## config.mk

```make
export PLATFORM = sky130hd
export DESIGN_NAME = imm_encode_flat
export DESIGN_NICKNAME = d
export VERILOG_FILES = /design/src/rtl/imm_encode_if.sv /design/src/rtl/imm_encode.sv /design/src/flat_wrapper.sv
export SDC_FILE = /design/constraint.sdc
export NUM_CORES = 1
export LEC_CHECK = 0
export BUFFER_PORTS_ARGS = -buffer_cell sky130_fd_sc_hd__buf_2
export CAP_MARGIN = 10
export CELL_PAD_IN_SITES_DETAIL_PLACEMENT = 1
export CELL_PAD_IN_SITES_GLOBAL_PLACEMENT = 1
export CORE_AREA = 2 2 100 102
export DETAILED_ROUTE_END_ITERATION = 12
export DIE_AREA = 0 0 102 104
export PLACE_DENSITY = 0.84
export SLEW_MARGIN = 10
export SYNTH_ARGS = -nofsm -noshare
export SYNTH_HDL_FRONTEND = slang
export SYNTH_SLANG_ARGS = --single-unit
```

## constraint.sdc

```tcl
create_clock -name clk -period 1.6 [get_ports clk]
set_input_delay 0.16 -clock clk [delete_from_list [all_inputs] [get_ports clk]]
set_output_delay 0.16 -clock clk [all_outputs]
set_load 0.05 [all_outputs]
```

## src/rtl/imm_encode_if.sv

```systemverilog
// rtl/imm_encode_if.sv - handshake bundle for the immediate encoder: input template side and encoded-word side.
interface imm_encode_if;
  logic        in_valid;
  logic        in_ready;
  logic        immsrc;
  logic [31:0] base;
  logic [31:0] imm;
  logic        out_valid;
  logic        out_ready;
  logic [31:0] inst;
  logic        range_err;

  modport master (
    output in_valid, immsrc, base, imm, out_ready,
    input  in_ready, out_valid, inst, range_err
  );

  modport slave (
    input  in_valid, immsrc, base, imm, out_ready,
    output in_ready, out_valid, inst, range_err
  );
endinterface

```

## src/rtl/imm_encode.sv

```systemverilog
// rtl/imm_encode.sv - two-stage valid/ready encoder scattering a signed immediate into I/S-type instruction words.
// Optional feature macro: IMM_RANGE_CHECK_EN builds range_err and the saturating err_cnt.
module imm_encode #(
  parameter int CNT_W = 16,
  parameter int ERR_W = 8
) (
  input  logic             clk,
  input  logic             rst,
  imm_encode_if.slave      bus,
  input  logic             cnt_clr,
  output logic [CNT_W-1:0] enc_cnt,
  output logic [ERR_W-1:0] err_cnt
);

  localparam logic [CNT_W-1:0] CNT_ONE = CNT_W'(1);

  logic        s1_valid_q, s1_valid_d;
  logic        s1_immsrc_q, s1_immsrc_d;
  logic [31:0] s1_base_q, s1_base_d;
  logic [31:0] s1_imm_q, s1_imm_d;
  logic        s2_valid_q, s2_valid_d;
  logic [31:0] inst_q, inst_d;
  logic [CNT_W-1:0] enc_cnt_q, enc_cnt_d;

  logic        s1_advance;
  logic        in_ready_w;
  logic        in_hs;
  logic        out_hs;
  logic [31:0] enc_word;

  // S1 may move forward whenever S2 is empty or is being drained this edge.
  assign s1_advance = s1_valid_q & (~s2_valid_q | bus.out_ready);
  assign in_ready_w = ~s1_valid_q | s1_advance;
  assign in_hs      = bus.in_valid & in_ready_w;
  assign out_hs     = s2_valid_q & bus.out_ready;

  assign bus.in_ready  = in_ready_w;
  assign bus.out_valid = s2_valid_q;
  assign bus.inst      = inst_q;
  assign enc_cnt       = enc_cnt_q;

  // Template immediate bits are always replaced, never merged.
  always_comb begin
    enc_word = s1_base_q;
    if (!s1_immsrc_q) begin
      enc_word[31:20] = s1_imm_q[11:0];
    end else begin
      enc_word[31:25] = s1_imm_q[11:5];
      enc_word[11:7]  = s1_imm_q[4:0];
    end
  end

  always_comb begin
    s1_valid_d  = s1_valid_q;
    s1_immsrc_d = s1_immsrc_q;
    s1_base_d   = s1_base_q;
    s1_imm_d    = s1_imm_q;
    if (in_hs) begin
      s1_valid_d  = 1'b1;
      s1_immsrc_d = bus.immsrc;
      s1_base_d   = bus.base;
      s1_imm_d    = bus.imm;
    end else if (s1_advance) begin
      s1_valid_d  = 1'b0;
    end
  end

  always_comb begin
    s2_valid_d = s2_valid_q;
    inst_d     = inst_q;
    if (s1_advance) begin
      s2_valid_d = 1'b1;
      inst_d     = enc_word;
    end else if (out_hs) begin
      s2_valid_d = 1'b0;
    end
  end

  always_comb begin
    enc_cnt_d = enc_cnt_q;
    if (cnt_clr) begin
      enc_cnt_d = '0;
    end else if (out_hs) begin
      enc_cnt_d = enc_cnt_q + CNT_ONE;
    end
  end

  always_ff @(posedge clk or negedge rst) begin
    if (!rst) begin
      s1_valid_q  <= 1'b0;
      s1_immsrc_q <= 1'b0;
      s1_base_q   <= '0;
      s1_imm_q    <= '0;
      s2_valid_q  <= 1'b0;
      inst_q      <= '0;
      enc_cnt_q   <= '0;
    end else begin
      s1_valid_q  <= s1_valid_d;
      s1_immsrc_q <= s1_immsrc_d;
      s1_base_q   <= s1_base_d;
      s1_imm_q    <= s1_imm_d;
      s2_valid_q  <= s2_valid_d;
      inst_q      <= inst_d;
      enc_cnt_q   <= enc_cnt_d;
    end
  end

`ifdef IMM_RANGE_CHECK_EN
  logic             range_q, range_d;
  logic             range_s1;
  logic [ERR_W-1:0] err_cnt_q, err_cnt_d;

  // Fits in 12 signed bits only when imm[31:11] is a pure sign extension.
  assign range_s1 = ~((&s1_imm_q[31:11]) | ~(|s1_imm_q[31:11]));

  always_comb begin
    range_d = range_q;
    if (s1_advance) begin
      range_d = range_s1;
    end
  end

  always_comb begin
    err_cnt_d = err_cnt_q;
    if (cnt_clr) begin
      err_cnt_d = '0;
    end else if (out_hs && range_q && !(&err_cnt_q)) begin
      err_cnt_d = err_cnt_q + ERR_W'(1);
    end
  end

  always_ff @(posedge clk or negedge rst) begin
    if (!rst) begin
      range_q   <= 1'b0;
      err_cnt_q <= '0;
    end else begin
      range_q   <= range_d;
      err_cnt_q <= err_cnt_d;
    end
  end

  assign bus.range_err = range_q;
  assign err_cnt       = err_cnt_q;
`else
  // Upper immediate bits only matter to the range check; truncation is silent here.
  logic unused_imm_hi;
  assign unused_imm_hi = ^s1_imm_q[31:12];

  assign bus.range_err = 1'b0;
  assign err_cnt       = '0;
`endif

endmodule
```

## src/flat_wrapper.sv

```systemverilog
// flat-port wrapper written by rule: the top's interface ports become plain ports
module imm_encode_flat 
#(
  parameter int CNT_W = 16,
  parameter int ERR_W = 8
)
  (clk, rst, cnt_clr, enc_cnt, err_cnt, bus_in_valid, bus_immsrc, bus_base, bus_imm, bus_out_ready, bus_in_ready, bus_out_valid, bus_inst, bus_range_err);
  imm_encode_if bus_i ();
  input  logic clk;
  input  logic rst;
  input  logic cnt_clr;
  output logic [CNT_W-1:0] enc_cnt;
  output logic [ERR_W-1:0] err_cnt;
  input wire logic [$bits(bus_i.in_valid)-1:0] bus_in_valid;
  input wire logic [$bits(bus_i.immsrc)-1:0] bus_immsrc;
  input wire logic [$bits(bus_i.base)-1:0] bus_base;
  input wire logic [$bits(bus_i.imm)-1:0] bus_imm;
  input wire logic [$bits(bus_i.out_ready)-1:0] bus_out_ready;
  output wire logic [$bits(bus_i.in_ready)-1:0] bus_in_ready;
  output wire logic [$bits(bus_i.out_valid)-1:0] bus_out_valid;
  output wire logic [$bits(bus_i.inst)-1:0] bus_inst;
  output wire logic [$bits(bus_i.range_err)-1:0] bus_range_err;
  assign bus_i.in_valid = bus_in_valid;
  assign bus_i.immsrc = bus_immsrc;
  assign bus_i.base = bus_base;
  assign bus_i.imm = bus_imm;
  assign bus_i.out_ready = bus_out_ready;
  assign bus_in_ready = bus_i.in_ready;
  assign bus_out_valid = bus_i.out_valid;
  assign bus_inst = bus_i.inst;
  assign bus_range_err = bus_i.range_err;
  imm_encode #(.CNT_W(CNT_W), .ERR_W(ERR_W)) u_core (.clk(clk), .rst(rst), .bus(bus_i), .cnt_clr(cnt_clr), .enc_cnt(enc_cnt), .err_cnt(err_cnt));
endmodule
```

==> impl_metrics.py <==
metrics = {
    "synth": {
        "synth_cells": 270,
        "post-synth-top-count-cell": "dfrtp_1",
        "ys_ff_latch": 88,
        "avgSynthCellArea_um2": 13.5,
        "syn_area_um2": 3650,
        "ys_async_sr_fraction_pct": 100,
        "ys_seq_area_share_pct": 60.4,
        "synth.largest_area_cell": "dfrtp_1",
        "synth-edff-count": 0,
        "yosysWarnings": 0,
        "yosys-top-cells-count": "dfrtp_1, mux2_2, nand2_1",
        "synth_area_leaders": "dfrtp_1, mux2_2, mux2i_1",
        "synth.distinct_cells": 31,
        "synth_top_area_share_pct": 60.4,
        "ys.flop_type": "dfrtp_1",
    },
    "setup_path": {
        "slowest_stage": "dfrtp_2",
        "r2r_end": "u_core.enc_cnt[13]$_DFFE_PN0P_",
        "required_ps": 1840,
        "r2r_slack_ps": 110,
        "crit_chain": "nand3_1, nor4_4, nand3_1, mux2_2",
        "crit_end": "u_core.enc_cnt[13]$_DFFE_PN0P_",
        "slowest_delay_ps": 440,
        "arrival_ps": 1730,
        "critPathMaxFanout": 6,
        "end_kind": "flop",
        "reg2reg_from": "u_core.enc_cnt[8]$_DFFE_PN0P_",
        "crit_type": "reg2reg",
        "crit_path_frequent_cell": "nand3_1",
        "start_kind": "flop",
        "critPathLaunch": "u_core.enc_cnt[8]$_DFFE_PN0P_",
        "reg2regPathDepth": 4,
    },
    "power": {
        "power_leakage_nw": 2.24,
        "swShare_pct": 35.7,
        "pwr-share-clk_pct": 25.4,
        "vdd_drop_max_v": 0.000601,
        "intPower_mw": 3.98,
        "p_seq_share_pct": 45.3,
        "combPwrFrac_pct": 29.4,
        "total_power_mw": 6.19,
        "switchingPower_mw": 2.21,
        "power.density_nw_per_um2": 1320,
    },
    "global_routing": {
        "grt_pass1_wl_um": 13300,
        "grt_max_degree": 36,
        "grt_pass1_vias": 2652,
        "grt_usage_pct": 16.3,
        "antenna_found_initial": 0,
        "gr-total-overflow": 0,
    },
    "sta": {
        "slew_headroom_pct": 61.1,
        "finalSetupViolCount": 0,
        "report.final.slew_viol_count": 0,
        "fmax_mhz": 673,
        "setup_slack_ps": 114,
        "fin_crit_ps": 1490,
        "final-hold-violation-count": 0,
        "rsz0062_at_grt": "false",
        "tightest_slew_ps": 583,
        "period_share_pct": 92.9,
        "skew_ps": 10.9,
    },
    "die": {
        "dieHeight_um": 104,
        "num_rows": 36,
        "io_pins": 129,
        "die_x_um": 102,
        "core_area_um2": 9550,
        "fp.dieArea_um2": 10600,
        "start_util_pct": 38.2,
    },
    "final_layout": {
        "nFillCells": 1031,
        "area_delta_synth_final_pct": 28.1,
        "insertedDiodeCount": 0,
        "finalNonFillerCells": 511,
        "fin_nets": 444,
        "drive_gt1_share_pct": 53.4,
    },
    "drt": {
        "antenna_left": 0,
        "drt_iter0_drc": 49,
        "dr.pass1.iters": 4,
        "wl_met2_um": 4120,
        "postRouteWirelength_um": 8150,
        "wl_met1_um": 3500,
        "num_vias": 2402,
        "drc": 0,
        "avgRoutedWirePerCell_um": 16.0,
        "met3RoutedLength_um": 341,
        "top_layer": "met4",
        "via_per_inst": 4.70,
    },
    "clock_tree": {
        "clockBufferDepth": 2,
        "cts_tree": "built",
        "htree_levels": 3,
        "cts.clk_slew.worst_paths_ps": 80,
        "cts_num_sinks": 88,
        "cts_buffers": 9,
        "cts_root_buf": "clkbuf_8",
        "insertion_delay_ps": 350,
    },
    "place": {
        "dpl.hpwl_um": 5720,
        "dp_slack_ps": 38.2,
        "dp_cells": 492,
        "gp_congestion": 0.794,
        "portBuffers": 92,
    },
    "hold_path": {
        "min_path_type": "in2reg",
        "hold_start": "bus_in_valid",
    },
    "run_status": {
        "status": "finished, final reports clean",
    },
    "run": {
        "max_cap_violations": 0,
    },
}
kinds of logic after synthesis:
group | after synthesis | share of synthesized area, %
multiplexers | 72 | 21.9
XOR/XNOR | 10 | 2.40
flip-flops | 88 | 60.4
buffers and inverters | 23 | 3.91
adder cells (fa/ha/maj) | 1 | 0.343
other | 1 | 0.103
AO/OA/AOI/OAI | 17 | 2.43
AND/OR/NAND/NOR | 58 | 8.57
placed cells by master (no fill, tap or decap), types with 4 or more instances in the layout:
master / Yosys / routed
mux2_4: 0 / 20
conb_1: 1 / 9
mux2i_1: 10 / 10
buf_2: 3 / 91
buf_12: 0 / 5
nand2_1: 17 / 15
buf_4: 10 / 7
dfrtp_1: 88 / 76
nor2_1: 14 / 14
xnor2_1: 9 / 9
a21oi_1: 4 / 4
nand2b_1: 4 / 4
dfrtp_2: 0 / 12
mux2_2: 62 / 42
nand3_1: 5 / 4
clkbuf_8: 0 / 11
o21ai_0: 12 / 12
metal layers:
layer | vias to the layer above | global-route usage (%)
met5 | - | 0
met4 | 0 | 7.43
met3 | 13 | 3.49
met2 | 62 | 26.7
met1 | 1213 | 20.4
li1 | 1114 | -
state kept, by name, indices dropped and copies added, names as in the netlist:
signal	cells
u_core.s1_base_q	25
u_core.bus.inst	32
u_core.bus.out_valid	1
u_core.s1_imm_q	12
u_core.s1_valid_q	1
u_core.enc_cnt	16
u_core.s1_immsrc_q	1
stage by stage:
stage | TNS [ps] | hold WS (ps) | util (%) | instance area, um^2
after floorplan | -14730 | -136 | - | 3790
after global placement | 0 | 144 | 46.2 | 4410
after detailed placement | 0 | 161 | 46.2 | 4410
after CTS | 0 | 5.78 | 48.4 | 4620
after global routing | 0 | 15.6 | 49.0 | 4670
final | 0 | 28.5 | 49.0 | 4670
power by group through the flow:
stage	registers [mW]	logic (mW)	clock network, mW
after floorplan	3.58	0.596	0
after global placement	2.82	1.79	0
after detailed placement	2.85	1.83	0
after CTS	2.81	1.84	1.63
after global routing	2.85	1.92	1.71
final	2.80	1.82	1.57
worst min path at each step:
stage          cells past startpoint  slack, ps                               to
6_report                           2         30    u_core.s1_valid_q$_DFFE_PN0P_
5_1_grt                            2         20  u_core.s1_base_q[0]$_DFFE_PN0P_
4_1_cts                            2          6    u_core.s1_valid_q$_DFFE_PN0P_
3_5_place_dp                       1        160   u_core.enc_cnt[12]$_DFFE_PN0P_
3_3_place_gp                       1        140   u_core.enc_cnt[12]$_DFFE_PN0P_
2_1_floorplan                      0       -140   u_core.bus.inst[0]$_DFFE_PN0P_
final cells by class:
class | count | area, um^2 | share of cell area (%)
flip-flops and latches | 88 | 2220 | 47.4
multi-input cells | 167 | 1460 | 31.3
repair buffers | 104 | 618 | 13.2
well taps | 133 | 166 | 3.56
clock buffers | 13 | 159 | 3.40
clock inverters | 3 | 40.0 | 0.857
inverters | 3 | 11.3 | 0.241
critical path, delay by kind of cell (launching register included):
kind,cells,cell delay (ps)
flip-flops,1,440
multiplexers,1,280
AND/OR/NAND/NOR,3,650
repair_timing:
action	CTS	global route
hold buffers	1	0
hold endpoints to repair	32	0
buffers inserted	0	2
resized for setup	0	5
endpoints found under the setup margin	0	3
Power figures use the tool's default switching activity.
